--- config.mk ---
export PLATFORM = sky130hd
export DESIGN_NAME = ft245_tx_arbiter
export DESIGN_NICKNAME = d
export VERILOG_FILES = /design/src/rtl/ft245_tx_arbiter.sv
export SDC_FILE = /design/constraint.sdc
export NUM_CORES = 1
export LEC_CHECK = 0
export CORE_MARGIN = 10
export CORE_UTILIZATION = 35
export CTS_CLUSTER_SIZE = 16
export DETAILED_ROUTE_END_ITERATION = 7
export PLACE_DENSITY_LB_ADDON = 0.08
export SYNTH_ARGS = -nofsm -noshare
export SYNTH_HDL_FRONTEND = slang
export SYNTH_SLANG_ARGS = --single-unit
--- constraint.sdc ---
create_clock -name i_clk -period 2.14 [get_ports i_clk]
set_input_delay 0.428 -clock i_clk [delete_from_list [all_inputs] [get_ports i_clk]]
set_output_delay 0.428 -clock i_clk [all_outputs]
set_load 0.005 [all_outputs]
--- src/rtl/ft245_tx_arbiter.sv ---
// Packet-level round-robin arbiter sharing the FT245 transmit handshake between
// requester A (ADC dump) and requester B (command/status), with a stall watchdog.
module ft245_tx_arbiter #(
    parameter logic [15:0] TIMEOUT_CYC = 16'd50000
) (
    input  logic       i_clk,
    input  logic       i_rst_n,
    input  logic       i_req_a,
    input  logic [7:0] i_data_a,
    input  logic       i_last_a,
    output logic       o_gnt_a,
    output logic       o_ack_a,
    input  logic       i_req_b,
    input  logic [7:0] i_data_b,
    input  logic       i_last_b,
    output logic       o_gnt_b,
    output logic       o_ack_b,
    output logic       o_txen,
    output logic [7:0] o_tx_data,
    input  logic       i_tx_valid,
    input  logic       i_tx_done,
    output logic       o_err_timeout,
    output logic       o_busy
);

    typedef enum logic [2:0] {
        IDLE,
        WAIT_RDY,
        SEND,
        NEXT,
        RELEASE
    } state_t;

    localparam logic [15:0] WDOG_LIMIT = TIMEOUT_CYC - 16'd1;
    localparam logic [15:0] WDOG_MAX   = 16'hFFFF;

    state_t      r_state, w_state;
    logic        r_gntA, w_gntA;
    logic        r_gntB, w_gntB;
    logic        r_ackA, w_ackA;
    logic        r_ackB, w_ackB;
    logic        r_txen, w_txen;
    logic [7:0]  r_txData, w_txData;
    logic        r_lastReg, w_lastReg;
    logic        r_lastSrvB, w_lastSrvB;
    logic [15:0] r_wdog, w_wdog;
    logic        r_err, w_err;

    logic        w_selReq;
    logic [7:0]  w_selData;
    logic        w_selLast;

    // Only the granted requester's lines are looked at while a packet is open.
    assign w_selReq  = r_gntB ? i_req_b  : i_req_a;
    assign w_selData = r_gntB ? i_data_b : i_data_a;
    assign w_selLast = r_gntB ? i_last_b : i_last_a;

    always_ff @(posedge i_clk or negedge i_rst_n) begin
        if (!i_rst_n) begin
            r_state    <= IDLE;
            r_gntA     <= 1'b0;
            r_gntB     <= 1'b0;
            r_ackA     <= 1'b0;
            r_ackB     <= 1'b0;
            r_txen     <= 1'b0;
            r_txData   <= 8'h00;
            r_lastReg  <= 1'b0;
            r_lastSrvB <= 1'b1;
            r_wdog     <= 16'd0;
            r_err      <= 1'b0;
        end else begin
            r_state    <= w_state;
            r_gntA     <= w_gntA;
            r_gntB     <= w_gntB;
            r_ackA     <= w_ackA;
            r_ackB     <= w_ackB;
            r_txen     <= w_txen;
            r_txData   <= w_txData;
            r_lastReg  <= w_lastReg;
            r_lastSrvB <= w_lastSrvB;
            r_wdog     <= w_wdog;
            r_err      <= w_err;
        end
    end

    always_comb begin
        w_state    = r_state;
        w_gntA     = r_gntA;
        w_gntB     = r_gntB;
        w_ackA     = 1'b0;
        w_ackB     = 1'b0;
        w_txen     = 1'b0;
        w_txData   = r_txData;
        w_lastReg  = r_lastReg;
        w_lastSrvB = r_lastSrvB;
        w_wdog     = r_wdog;
        w_err      = 1'b0;

        case (r_state)
            IDLE: begin
                // On a tie the requester that was not served last wins.
                if (i_req_a && (!i_req_b || r_lastSrvB)) begin
                    w_gntA  = 1'b1;
                    w_state = WAIT_RDY;
                end else if (i_req_b) begin
                    w_gntB  = 1'b1;
                    w_state = WAIT_RDY;
                end
            end
            WAIT_RDY: begin
                if (!w_selReq) begin
                    w_state = RELEASE;
                end else if (!i_tx_valid) begin
                    w_txData  = w_selData;
                    w_lastReg = w_selLast;
                    w_txen    = 1'b1;
                    w_wdog    = 16'd0;
                    w_state   = SEND;
                end
            end
            SEND: begin
                if (r_wdog != WDOG_MAX) begin
                    w_wdog = r_wdog + 16'd1;
                end
                // A completion arriving on the timeout cycle still counts as success.
                if (i_tx_done) begin
                    w_ackA  = r_gntA;
                    w_ackB  = r_gntB;
                    w_state = r_lastReg ? RELEASE : NEXT;
                end else if (r_wdog >= WDOG_LIMIT) begin
                    w_err      = 1'b1;
                    w_gntA     = 1'b0;
                    w_gntB     = 1'b0;
                    w_lastSrvB = r_gntB;
                    w_state    = IDLE;
                end
            end
            NEXT: begin
                w_state = WAIT_RDY;
            end
            RELEASE: begin
                w_gntA     = 1'b0;
                w_gntB     = 1'b0;
                w_lastSrvB = r_gntB;
                w_state    = IDLE;
            end
            default: begin
                w_gntA  = 1'b0;
                w_gntB  = 1'b0;
                w_state = IDLE;
            end
        endcase
    end

    assign o_gnt_a       = r_gntA;
    assign o_gnt_b       = r_gntB;
    assign o_ack_a       = r_ackA;
    assign o_ack_b       = r_ackB;
    assign o_txen        = r_txen;
    assign o_tx_data     = r_txData;
    assign o_err_timeout = r_err;
    assign o_busy        = (r_state != IDLE);

endmodule

==> results summary <==
The clock period minus worst slack came out at approximately 2100 ps. The max-slew violation total from the final report came to 0. Routability-driven placement finished with a final weighted congestion of between 0.7 and 0.8. The sum of buffers and inverters on the critical path is 2. Leaving out fill and tap cells, the most frequent cells in the layout are sky130_fd_sc_hd__clkdlybuf4s50_1, sky130_fd_sc_hd__dfrtp_1, sky130_fd_sc_hd__nand2_1. Setup violations remaining at the end of the flow were counted as 0. Setup repair after global routing left no endpoint under its margin. The via count of the first global-routing pass is between 1500 and 2000. The master of the slowest instance on the critical path is sky130_fd_sc_hd__clkdlybuf4s50_1. The number of vias per cell after detailed routing is 5.07.

The top cell family by delay on the critical path is buffers and inverters. The library cell with the largest summed area after synthesis is sky130_fd_sc_hd__dfrtp_1. The critical path's largest stage delay came out at 450 ps. The count of endpoints failing hold in the final timing report came out at 0. Cells fill 50.3% of the core in the end.

The total core area is 0.00517 mm2. STA classifies the critical path startpoint as a flip-flop. In this run the worst path has a maximum fanout of 11. The per-cell routed wire length came out at between 10 and 15 um.

Measured against its own limit, the worst slew margin works out to 58.9%. Summed over all cells, the static leakage comes to 1.07 nW. The count of input and output buffers came out at 38. For this run, the detailed router's first-pass iteration total came to 4. The signed area change from the synthesized netlist to the final layout is 38.0%. The flow ran to the end, and the final reports show no timing, DRC or antenna violations.

For this configuration, the core starts out at a cell density of a little over a third. The number of register bits inferred by synthesis came out at 35. The worst register-to-register path begins at r_state[2]. The register-to-register path setup slack came out at 120 ps. TritonCTS built the clock tree. The clock skew after layout is ~7.3 ps. The buffer depth of the longest clock path came out at 2.

The sequential fraction of the synthesis area came out at 46.5%. STA classifies the critical path endpoint as a primary output. The number of library cell types mapped by synthesis came out at 43.

Dividing the final minimum period by the clock period gives between 90% and 100%. The die covers 0.00872 mm2. The die span in x came out at between 90 and 100 um.

The clock-pin slew on the worst setup and hold paths came out at 80 ps. The number of max-capacitance violations reported is 0. The HPWL after detailed placement is between 3000 and 4000 um. The total nets after synthesis is approximately 220. The total power divided by cell area is about 1100 mW/mm2. The peak clock frequency supported by timing came out at a little under 0.5 GHz. The library cell used most frequently in the layout, excluding fill and tap cells, is sky130_fd_sc_hd__clkdlybuf4s50_1. In the routed design, unresolved DRC markers number 0. The total overflow left after global routing is 0.

The critical path goes through buf_4, or3_1, clkdlybuf4s50_1. Counting buffers and inverters, the worst setup path is 3 cells deep. The global-route wire length before repair is between 8000 and 9000 um. The fraction of layout instances using a drive strength above 1 came out at between 10% and 20%.

The number of antenna-violating nets in the routed design came out at 0. The total track usage came out at between 10% and 20%. The number of flops mapped to enable cells by yosys came out at 0. The slew of the pin with the lowest slew margin came out at 616 ps.

At the end of the flow, the number of nets in the layout was 278. The data required time of the worst path came out at about 1700 ps. The buffer cell driving the clock tree root is sky130_fd_sc_hd__clkbuf_8.

Among all flip-flop cells after synthesis, the most frequent one is sky130_fd_sc_hd__dfrtp_1. The number of ports placed on the die boundary is 39. The netlist area before placement is ~0.0019 mm2. The number of sinks on the clock net came out at 35.

The pin count of the biggest net entering global routing is 28. The number of hold buffers added after CTS is 0. Yosys printed 0 warnings. Row generation in the floorplan step produced 26 rows. The height of the chip came out at 93.4 um. The worst register-to-register path has a depth of 4.

The worst flop-to-flop path endpoint is r_wdog[13]. The category of the most critical setup path is flip-flop to primary output. In this run the mean area of a mapped cell was between 9 and 10 um2. The number of antenna violations at the first check in global routing came out at 0.

The deepest level of the CTS H-tree came out at 2. The total power consumption of the routed design came out at around 2.9 mW. The clock network latency to the later pin of the worst-skew pair came out at 290 ps. The peak supply drop came out at 0.000482 V. In this run, the number of DRC markers left after iteration 0 of detailed routing was between 80 and 90. The detailed-route wire length is 4810 um. The number of antenna diodes in the final layout is 0. In the synthesized netlist, the number of instances is around 200. The top-area cell type share of the netlist area came out at 45.2%. The share of flip-flops with an asynchronous set or reset is between 90% and 100%. The arrival time at the worst endpoint came out at 1640 ps. The clock buffer count from CTS is 5. Sorting the synthesized cells by area gives the leading types as sky130_fd_sc_hd__dfrtp_1, sky130_fd_sc_hd__mux2i_1, sky130_fd_sc_hd__nand2_1. The worst min-delay path class is primary input to asynchronous set/reset pin. The total via count after detailed routing came out at around 1600.
where the power goes:
part / internal [mW] / switching [mW] / total [mW]
clock: 0.465 / 0.248 / 0.713
combinational: 0.601 / 0.533 / 1.13
sequential: 0.870 / 0.157 / 1.03
registers in the layout (all words and copies together), names as in the netlist:
register	cells
o_gnt_b	1
o_ack_b	1
r_lastReg	1
o_err_timeout	1
o_gnt_a	1
r_state	3
o_ack_a	1
o_txen	1
o_tx_data	8
r_lastSrvB	1
r_wdog	16
how the worst max path moves through the flow:
stage | to | start
detailed placement | o_gnt_b | r_wdog[12]
global placement | r_lastSrvB | i_tx_done
floorplan | r_wdog[13] | r_state[2]
finish | o_busy | r_state[2]
global route | o_busy | r_state[2]
CTS | o_gnt_b | r_wdog[12]
area by class of cell:
class                   count  area [um2]
repair buffers             58         526
clock buffers               5        68.8
flip-flops and latches     35         877
well taps                  70        87.6
multi-input cells         148         955
clock inverters             3        67.6
fillers                   473        2570
inverters                   5        18.8
kinds of logic after synthesis:
kind of cell,synth area share [%]
AND/OR/NAND/NOR,25.0
AO/OA/AOI/OAI,15.4
flip-flops,46.5
multiplexers,9.16
buffers and inverters,3.25
adder cells (fa/ha/maj),0.664
stage by stage:
step	hold WS (ps)	worst slack, ps	instances	area (um2)	TNS [ps]
after floorplan	132	44.7	197	1880	0
after global placement	429	-7.05	316	2450	-7.05
after detailed placement	427	-77.6	316	2450	-77.6
after CTS	113	12.1	324	2590	0
after global routing	129	30.2	324	2600	0
final	104	71.2	324	2600	0
cell usage after synthesis, types with 4 or more instances:
cell type and count:
sky130_fd_sc_hd__dfrtp_1 34, sky130_fd_sc_hd__nand2_1 22, sky130_fd_sc_hd__mux2i_1 15, sky130_fd_sc_hd__o21ai_0 15, sky130_fd_sc_hd__a21oi_1 13, sky130_fd_sc_hd__or3_1 10
sky130_fd_sc_hd__nor2_1 9, sky130_fd_sc_hd__clkbuf_1 6, sky130_fd_sc_hd__nand3_1 6, sky130_fd_sc_hd__nand4_1 6, sky130_fd_sc_hd__inv_1 5, sky130_fd_sc_hd__o31ai_1 5
sky130_fd_sc_hd__or4_1 5, sky130_fd_sc_hd__nand2b_1 4, sky130_fd_sc_hd__nor4_1 4
what timing repair did:
action	in CTS	in global routing
pin swaps	1	4
setup endpoints to repair	1	4
buffers inserted	0	0
resized for setup	2	3
per-layer routing:
layer | GRT usage, % | vias to the layer above | wire length, um
met4 | 2.83 | 0 | 21
met2 | 17.4 | 35 | 2100
met5 | 0 | - | 0
met3 | 4.80 | 2 | 329
li1 | - | 853 | -
met1 | 15.0 | 754 | 2360
Power figures use the tool's default switching activity.
